[src/rtl/dsp_mac_slice.sv]
// rtl/dsp_mac_slice.sv - parametrised pre-add/multiply/post-add DSP slice with pattern detector
// Define DSP_SAT_EN to clamp the post-adder result on carry/borrow instead of wrapping.
module dsp_mac_slice #(
  parameter int             A_W         = 18,
  parameter int             B_W         = 18,
  parameter int             D_W         = 18,
  parameter int             C_W         = 48,
  parameter int             P_W         = 48,
  parameter int             A0REG       = 0,
  parameter int             A1REG       = 1,
  parameter int             B0REG       = 0,
  parameter int             B1REG       = 1,
  parameter int             CREG        = 1,
  parameter int             DREG        = 1,
  parameter int             MREG        = 1,
  parameter int             PREG        = 1,
  parameter int             CARRYINREG  = 1,
  parameter int             CARRYOUTREG = 1,
  parameter int             OPMODEREG   = 1,
  parameter string          CARRYINSEL  = "OPMODE5",
  parameter string          B_INPUT     = "DIRECT",
  parameter logic [P_W-1:0] PATTERN     = '0,
  parameter logic [P_W-1:0] MASK        = '0
) (
  input  logic               clk,
  input  logic               rst_n,
  input  logic [A_W-1:0]     a_i,
  input  logic [B_W-1:0]     b_i,
  input  logic [B_W-1:0]     bcin_i,
  input  logic [D_W-1:0]     d_i,
  input  logic [C_W-1:0]     c_i,
  input  logic [P_W-1:0]     pcin_i,
  input  logic               carryin_i,
  input  logic [7:0]         opmode_i,
  input  logic               ce_a_i,
  input  logic               ce_b_i,
  input  logic               ce_c_i,
  input  logic               ce_d_i,
  input  logic               ce_m_i,
  input  logic               ce_p_i,
  input  logic               ce_carryin_i,
  input  logic               ce_opmode_i,
  output logic [B_W-1:0]     bcout_o,
  output logic [A_W+B_W-1:0] m_o,
  output logic [P_W-1:0]     p_o,
  output logic [P_W-1:0]     pcout_o,
  output logic               carryout_o,
  output logic               carryoutf_o,
  output logic               patdet_o,
  output logic               patdet_past_o
);
  localparam int M_W   = A_W + B_W;
  localparam int CAT_W = D_W + A_W + B_W;
  localparam bit CIN_EXT = (CARRYINSEL == "CARRYIN");
  localparam bit B_CASC  = (B_INPUT == "CASCADE");

  logic [7:0]             opm_q, opm;
  logic [A_W-1:0]         a0_q, a1_q, a0, a1;
  logic [B_W-1:0]         b0_q, b1_q, b_src, b0, b1_d, b1;
  logic [D_W-1:0]         d_q, d_r;
  logic [C_W-1:0]         c_q, c_r;
  logic [M_W-1:0]         m_d, m_q, m_r;
  logic                   cin_d, cin_q, cin;
  logic [P_W-1:0]         x, z, r_raw, r, p_q, p;
  logic [P_W:0]           sum;
  logic                   co_d, co_q, pat_d, pat_q, pat, pat_past_q;
  logic [D_W+B_W-1:0]     d_wide;
  logic [CAT_W+P_W-1:0]   cat_wide;
  logic [C_W+P_W-1:0]     c_wide;
  logic [M_W+P_W-1:0]     m_wide;
  logic                   unused_ok;

  // Every stage register exists; the REG parameters only choose which copy feeds forward.
  always_ff @(posedge clk or negedge rst_n) begin
    if (!rst_n) begin
      opm_q      <= '0;
      a0_q       <= '0;
      a1_q       <= '0;
      b0_q       <= '0;
      b1_q       <= '0;
      d_q        <= '0;
      c_q        <= '0;
      m_q        <= '0;
      cin_q      <= 1'b0;
      co_q       <= 1'b0;
      p_q        <= '0;
      pat_q      <= 1'b0;
      pat_past_q <= 1'b0;
    end else begin
      if (ce_opmode_i) opm_q <= opmode_i;
      if (ce_a_i) begin
        a0_q <= a_i;
        a1_q <= a0;
      end
      if (ce_b_i) begin
        b0_q <= b_src;
        b1_q <= b1_d;
      end
      if (ce_d_i) d_q <= d_i;
      if (ce_c_i) c_q <= c_i;
      if (ce_m_i) m_q <= m_d;
      if (ce_carryin_i) begin
        cin_q <= cin_d;
        co_q  <= co_d;
      end
      if (ce_p_i) begin
        p_q        <= r;
        pat_q      <= pat_d;
        pat_past_q <= pat;
      end
    end
  end

  assign opm   = (OPMODEREG != 0) ? opm_q : opmode_i;
  assign a0    = (A0REG != 0) ? a0_q : a_i;
  assign a1    = (A1REG != 0) ? a1_q : a0;
  assign b_src = B_CASC ? bcin_i : b_i;
  assign b0    = (B0REG != 0) ? b0_q : b_src;
  assign b1    = (B1REG != 0) ? b1_q : b1_d;
  assign d_r   = (DREG != 0) ? d_q : d_i;
  assign c_r   = (CREG != 0) ? c_q : c_i;
  assign m_r   = (MREG != 0) ? m_q : m_d;
  assign cin_d = CIN_EXT ? carryin_i : opm[5];
  assign cin   = (CARRYINREG != 0) ? cin_q : cin_d;

  // D is wrapped to B_W bits before the pre-adder so the result is mod 2^B_W.
  assign d_wide = {{B_W{1'b0}}, d_r};

  always_comb begin
    b1_d = b0;
    if (opm[4]) begin
      b1_d = opm[6] ? (d_wide[B_W-1:0] - b0) : (d_wide[B_W-1:0] + b0);
    end
  end

  assign m_d      = {{B_W{1'b0}}, a1} * {{A_W{1'b0}}, b1};
  assign m_wide   = {{P_W{1'b0}}, m_r};
  assign cat_wide = {{P_W{1'b0}}, d_r, a1, b1};
  assign c_wide   = {{P_W{1'b0}}, c_r};

  always_comb begin
    x = '0;
    case (opm[1:0])
      2'b01:   x = m_wide[P_W-1:0];
      2'b10:   x = p;
      2'b11:   x = cat_wide[P_W-1:0];
      default: x = '0;
    endcase
  end

  always_comb begin
    z = '0;
    case (opm[3:2])
      2'b01:   z = pcin_i;
      2'b10:   z = p;
      2'b11:   z = c_wide[P_W-1:0];
      default: z = '0;
    endcase
  end

  // One extra bit carries the adder carry-out or, when subtracting, the borrow.
  always_comb begin
    sum = '0;
    if (opm[7]) begin
      sum = {1'b0, z} - ({1'b0, x} + {{P_W{1'b0}}, cin});
    end else begin
      sum = {1'b0, z} + {1'b0, x} + {{P_W{1'b0}}, cin};
    end
  end

  assign co_d  = sum[P_W];
  assign r_raw = sum[P_W-1:0];

`ifdef DSP_SAT_EN
  assign r = co_d ? (opm[7] ? {P_W{1'b0}} : {P_W{1'b1}}) : r_raw;
`else
  assign r = r_raw;
`endif

  assign pat_d = (((r ^ PATTERN) & ~MASK) == {P_W{1'b0}});

  // Selected structurally so an unregistered P does not create a false loop through p_q.
  if (PREG != 0) begin : g_preg
    assign p   = p_q;
    assign pat = pat_q;
  end else begin : g_pcomb
    assign p   = r;
    assign pat = pat_d;
  end

  assign bcout_o       = b1;
  assign m_o           = m_r;
  assign p_o           = p;
  assign pcout_o       = p;
  assign carryout_o    = (CARRYOUTREG != 0) ? co_q : co_d;
  assign carryoutf_o   = carryout_o;
  assign patdet_o      = pat;
  assign patdet_past_o = pat_past_q;

  assign unused_ok = &{1'b0, d_wide, cat_wide, c_wide, m_wide, p_q, pat_q};

endmodule
[config.mk]
export PLATFORM = sky130hd
export DESIGN_NAME = dsp_mac_slice
export DESIGN_NICKNAME = d
export VERILOG_FILES = /design/src/rtl/dsp_mac_slice.sv
export SDC_FILE = /design/constraint.sdc
export NUM_CORES = 2
export LEC_CHECK = 0
export ABC_CLOCK_PERIOD_IN_PS = 12900
export CAP_MARGIN = 20
export CORE_ASPECT_RATIO = 0.6
export CORE_MARGIN = 10
export CORE_UTILIZATION = 40
export CTS_CLUSTER_SIZE = 28
export DETAILED_ROUTE_END_ITERATION = 16
export PLACE_DENSITY = 0.68
export SYNTH_ARGS = -nofsm -noshare
export SYNTH_HDL_FRONTEND = slang
export SYNTH_SLANG_ARGS = --single-unit
[constraint.sdc]
create_clock -name clk -period 12.9 [get_ports clk]
set_clock_uncertainty 0.05 [all_clocks]
set_input_delay 2.58 -clock clk [delete_from_list [all_inputs] [get_ports clk]]
set_output_delay 2.58 -clock clk [all_outputs]
set_load 0.05 [all_outputs]
Word-level counts from Yosys, hierarchy flattened
Index checks and enable logic that the tools add are counted. W data, S select, Z words.

Add/sub/neg operators: 6. $mul: 1. Equal/unequal tests: 6. Muxes and demuxes: 5. Reductions and logical operators: 1.

Operators by type and width (number): $pmux W48 S3 (2); $add A48 B1 Y49 (1); $add A48 B48 Y49 (1); $add A49 B1 Y49 (1); $mux W49 (1); $sub A48 B49 Y49 (1); $logic_not A48 Y1 (1); $mul A18 B18 Y36 (1); $mux W18 (2); $add A18 B18 Y18 (1); $sub A18 B18 Y18 (1); $eq A2 B2 Y1 const B (4); $eq A2 B1 Y1 const B (2).

Flip-flop bits (word level): 198. Bits of input ports: 187. Output and inout port bits: 154. Logic and storage cells: 30.

Longest topological paths before layout
Depth in word-level cells: 6. Depth in mapped cells: 29. Mapped depth without buffers: 26.

Least setup slack after synthesis
Ideal clock, no wire load.

Kind: flip-flop to flip-flop. Start: register b1_q[3], in the netlist bcout_o[3]. End: register m_q[34], in the netlist m_o[34]. Setup time: 138 ps. Data arrival time: 6989 ps. Data required time: 12712 ps. Setup slack: 5722 ps. Cell stages (with the launch flop): 28. Path buffers: 3. Period minus slack after synthesis: 7178 ps. Cell sequence: dfrtp_1 clkbuf_1 clkbuf_1 nand2_1 fa_1 fa_1 fa_1 inv_1 fa_1 fa_1 inv_1 fa_1 inv_1 ha_1 clkbuf_1 a21o_1 a21o_1 a21o_1 a21oi_1 o21ai_1 a41o_1 a21oi_1 o21a_1 a21oi_1 o41ai_1 a21oi_1 xnor2_1 a21oi_1.

Word-level cells in the longest chain between the ends: 1.

RTL lines: start, declared (RTL line 59) `logic [B_W-1:0] b0_q, b1_q, b_src, b0, b1_d, b1;`; start signal, assigned (RTL line 80) `b1_q <= '0;`; start signal, assigned (RTL line 97) `b1_q <= b1_d;`; $mul A18 B18 Y36 (RTL line 136) `assign m_d = {{B_W{1'b0}}, a1} * {{A_W{1'b0}}, b1};`; end signal, assigned (RTL line 101) `if (ce_m_i) m_q <= m_d;`; end, declared (RTL line 62) `logic [M_W-1:0] m_d, m_q, m_r;`.

No other way between the ends. A chain may end at the register's enable or synchronous reset.

Worst setup path in the final report
Start: input port pcin_i[3]. End: register pat_q, in the netlist patdet_o.

Word-level cells in the longest chain between the ends: 5. Elaborated cells on any way between the ends: 6. Classes of those cells: add/sub: 3; mux: 2; reduce/logical: 1.

RTL lines: start, declared (RTL line 32) `input logic [P_W-1:0] pcin_i,`; $pmux W48 S3 (*) (RTL line 153) `case (opm[3:2])`; $add A48 B48 Y49 (RTL line 167) `sum = {1'b0, z} + {1'b0, x} + {{P_W{1'b0}}, cin};`; $add A49 B1 Y49 (RTL line 167); $mux W49 (*) (RTL line 164) `if (opm[7]) begin`; $logic_not A48 Y1 (*) (RTL line 180) `assign pat_d = (((r ^ PATTERN) & ~MASK) == {P_W{1'b0}});`; end signal, assigned (RTL line 108) `pat_q <= pat_d;`; end, declared (RTL line 66) `logic co_d, co_q, pat_d, pat_q, pat, pat_past_q;`.

Mark *: on every way between the ends. The rest lies on a longest branch, timed or not.

==> metrics <==
vias per inst 5.482; Core ar. 0.06972 mm²; CP dominant cell by count ha_1; most frequent cells in the layout 428 x inv_1, 317 x clkdlybuf4s50_1, 274 x nand2_1; Mapped Cells between 3000 and 4000; Syn Nets 3859; R2R Path Start bcout_o[3]; CTS root buf clkbuf_16; die width 362.1 µm; Fmax 0.1227 GHz; RSZ-0062 raised after global routing false; TritonCTS clock tree built; pin count of the biggest net entering global routing slightly above 100; Seq/Total Area, Yosys roughly 18%; iteration-0 DRC count of the detailed router about 2000; P&R area growth vs syn 15.03%; IO Pins 341; Die ar. 0.08156 mm²; outcome finished clean; Post-synth EDFFs 0; WL per Instance 21.59 µm; required time worst endpoint 13.27 ns; DIE HEIGHT between 200 and 250 µm; CP startpoint kind primary input; CP Cell Sequence clkdlybuf4s50_1 -> mux2_2 -> a22o_1 -> ha_1 -> ha_1 -> o21a_1 -> o221ai_2 -> a2bb2oi_2 -> o31ai_1 -> a21oi_1 -> xnor2_1 -> o31a_1 -> a2111o_1 -> nor4_1 -> nand4_1 -> or4_1 -> o22ai_2; CP endpoint kind register; CP Class in2reg; Final setup violation count 0; clk sinks 198; #FFs+latches synth 198; # resized after CTS 0; slowest CP cell o31ai_1; vias 23190; Initial Util 40.28%; Routed WL 91.30 mm; WP data arrival between 8 and 9 ns; CTS Hold Bufs 0; number of CTS-inserted buffers 17; Final min period 8.152 ns; initial antenna violation count 3; Unique masters post-synth 78; Worst-Margin Slew 1.176 ns; Final #Nets 4002; H-tree depth 4; gr usage total 22.18%; CP Buf/Inv Count 1; async set-reset flop share out of synthesis 100.0%; Critical Path Max Stage Delay 0.97 ns; total grt overflow 0; max_slew headroom between 20% and 30%; later-pin clock latency in the skew report 0.51 ns; number of port buffers 321; share of layout cells above drive strength 1 9.485%; predominant post-synthesis flop cell dfrtp_1; fin crit share 63.19%; Hold Path Origin opm[5]; CP delay by family, top compound AO/OA/AOI/OAI gates; vias in the first global route between 20000 and 25000; Hold Path Class reg2reg; drc violations 0; postcts setup bufs 0; global-route wire length before repair 140.7 mm; crit path max fanout 6; HPWL after DPL ~72 mm; gpl congestion 0.9335; Ys Warns 0; setup TNS 0 ns; CTS Buffer Depth 2; post-synthesis area per instance 8.934 µm²; Worst Setup SP pcin_i[3]; drt pass-1 iters 5; most common cell after layout, fill and taps aside inv_1; CTS clock-pin slew for the worst setup and hold paths 0.08 ns; Max Cap Violations 0; Mapped Area 0.02809 mm²; Detail Route Antenna Nets 0; Fin. Hold Viols 0; row cnt 75; Slew Limit Fails 0
cell usage after synthesis, types with 24 or more instances:
master | n | area (µm²)
nor2b_1 | 29 | 181.4
xor2_1 | 54 | 473.0
mux2i_1 | 48 | 480.5
ha_1 | 267 | 3341
a21o_1 | 85 | 638.1
mux2_2 | 216 | 2432
clkbuf_1 | 173 | 649.4
nor2_1 | 138 | 518.0
dfrtp_1 | 198 | 4955
inv_1 | 428 | 1607
nand2_1 | 274 | 1028
a22o_1 | 82 | 718.2
xnor2_1 | 86 | 753.2
nor3_1 | 24 | 120.1
a21oi_1 | 176 | 880.8
o21ai_0 | 83 | 415.4
fa_1 | 261 | 5225
and2_1 | 140 | 875.8
buf_4 | 49 | 367.9
nand3_1 | 28 | 140.1
cell type report:
| cell class | count | area (µm²) |
|---|---|---|
| Tap cell | 924 | 1156 |
| Inverter | 428 | 1607 |
| Antenna cell | 5 | 12.51 |
| Multi-Input combinational cell | 2287 | 20480 |
| Timing Repair Buffer | 355 | 3498 |
| Sequential cell | 198 | 4961 |
| Fill cell | 6727 | 37410 |
| Clock buffer | 19 | 452.9 |
| Clock inverter | 13 | 136.4 |
worst register-to-register path, delay by kind of cell, from the launching register on:
family / cells / cell delay [ns]
flip-flops: 1 / 1.10
AND/OR/NAND/NOR: 5 / 1.13
buffers and inverters: 3 / 0.16
XOR/XNOR: 1 / 0.15
adder cells (fa/ha/maj): 7 / 3.52
AO/OA/AOI/OAI: 8 / 1.82
path summary, 6_finish.rpt:
kind / slack [ns] / cells after the start / end
hold / removal: 0.44 / 2 / cin
setup / recovery: 4.75 / 17 / patdet_o
setup reg to reg: 4.82 / 24 / m_o[35]
max in group asynchronous: 9.36 / 2 / opm[2]
min in group asynchronous: 2.10 / 1 / d_q[14]
hold reg to reg: 0.44 / 2 / cin
layer usage:
metal / up-vias / routed length (µm) / GRT usage (%)
li1: 10740 / - / -
met1: 11320 / 42810 / 32.30
met2: 1026 / 36390 / 31.06
met3: 103 / 9869 / 6.909
met4: 0 / 2237 / 5.965
met5: - / 0 / 0
per-stage QoR:
| step | utilization, % | std cells | area, µm² | setup WS, ns | hold slack [ns] |
|---|---|---|---|---|---|
| 2_1_floorplan | - | 3144 | 28090 | 5.722 | 0.3938 |
| 3_3_place_gp | 45.40 | 4190 | 31650 | 4.571 | 0.4255 |
| 3_5_place_dp | 45.40 | 4190 | 31650 | 4.531 | 0.4223 |
| 4_1_cts | 46.24 | 4222 | 32240 | 4.906 | 0.4422 |
| 5_1_grt | 46.32 | 4224 | 32300 | 4.411 | 0.4575 |
| 6_report | 46.34 | 4229 | 32310 | 4.749 | 0.4437 |
state kept, by name, indices dropped and copies added (netlist names), 8 cells and up:
register  flops
opm           8
bcout_o      18
c_q          48
p_o          48
d_q          18
m_o          36
a1           18
cell families (layout without fill, tap and decap cells):
logic type | after synthesis | after routing | synth area share [%]
AND/OR/NAND/NOR | 735 | 735 | 12.68
adder cells (fa/ha/maj) | 528 | 528 | 30.50
multiplexers | 265 | 265 | 10.41
flip-flops | 198 | 198 | 17.64
other | 0 | 5 | 0
buffers and inverters | 659 | 815 | 9.462
AO/OA/AOI/OAI | 619 | 619 | 14.94
XOR/XNOR | 140 | 140 | 4.366
Power is not shown: default switching activity piles up to over one toggle a cycle in this logic, so the estimate is an artifact.
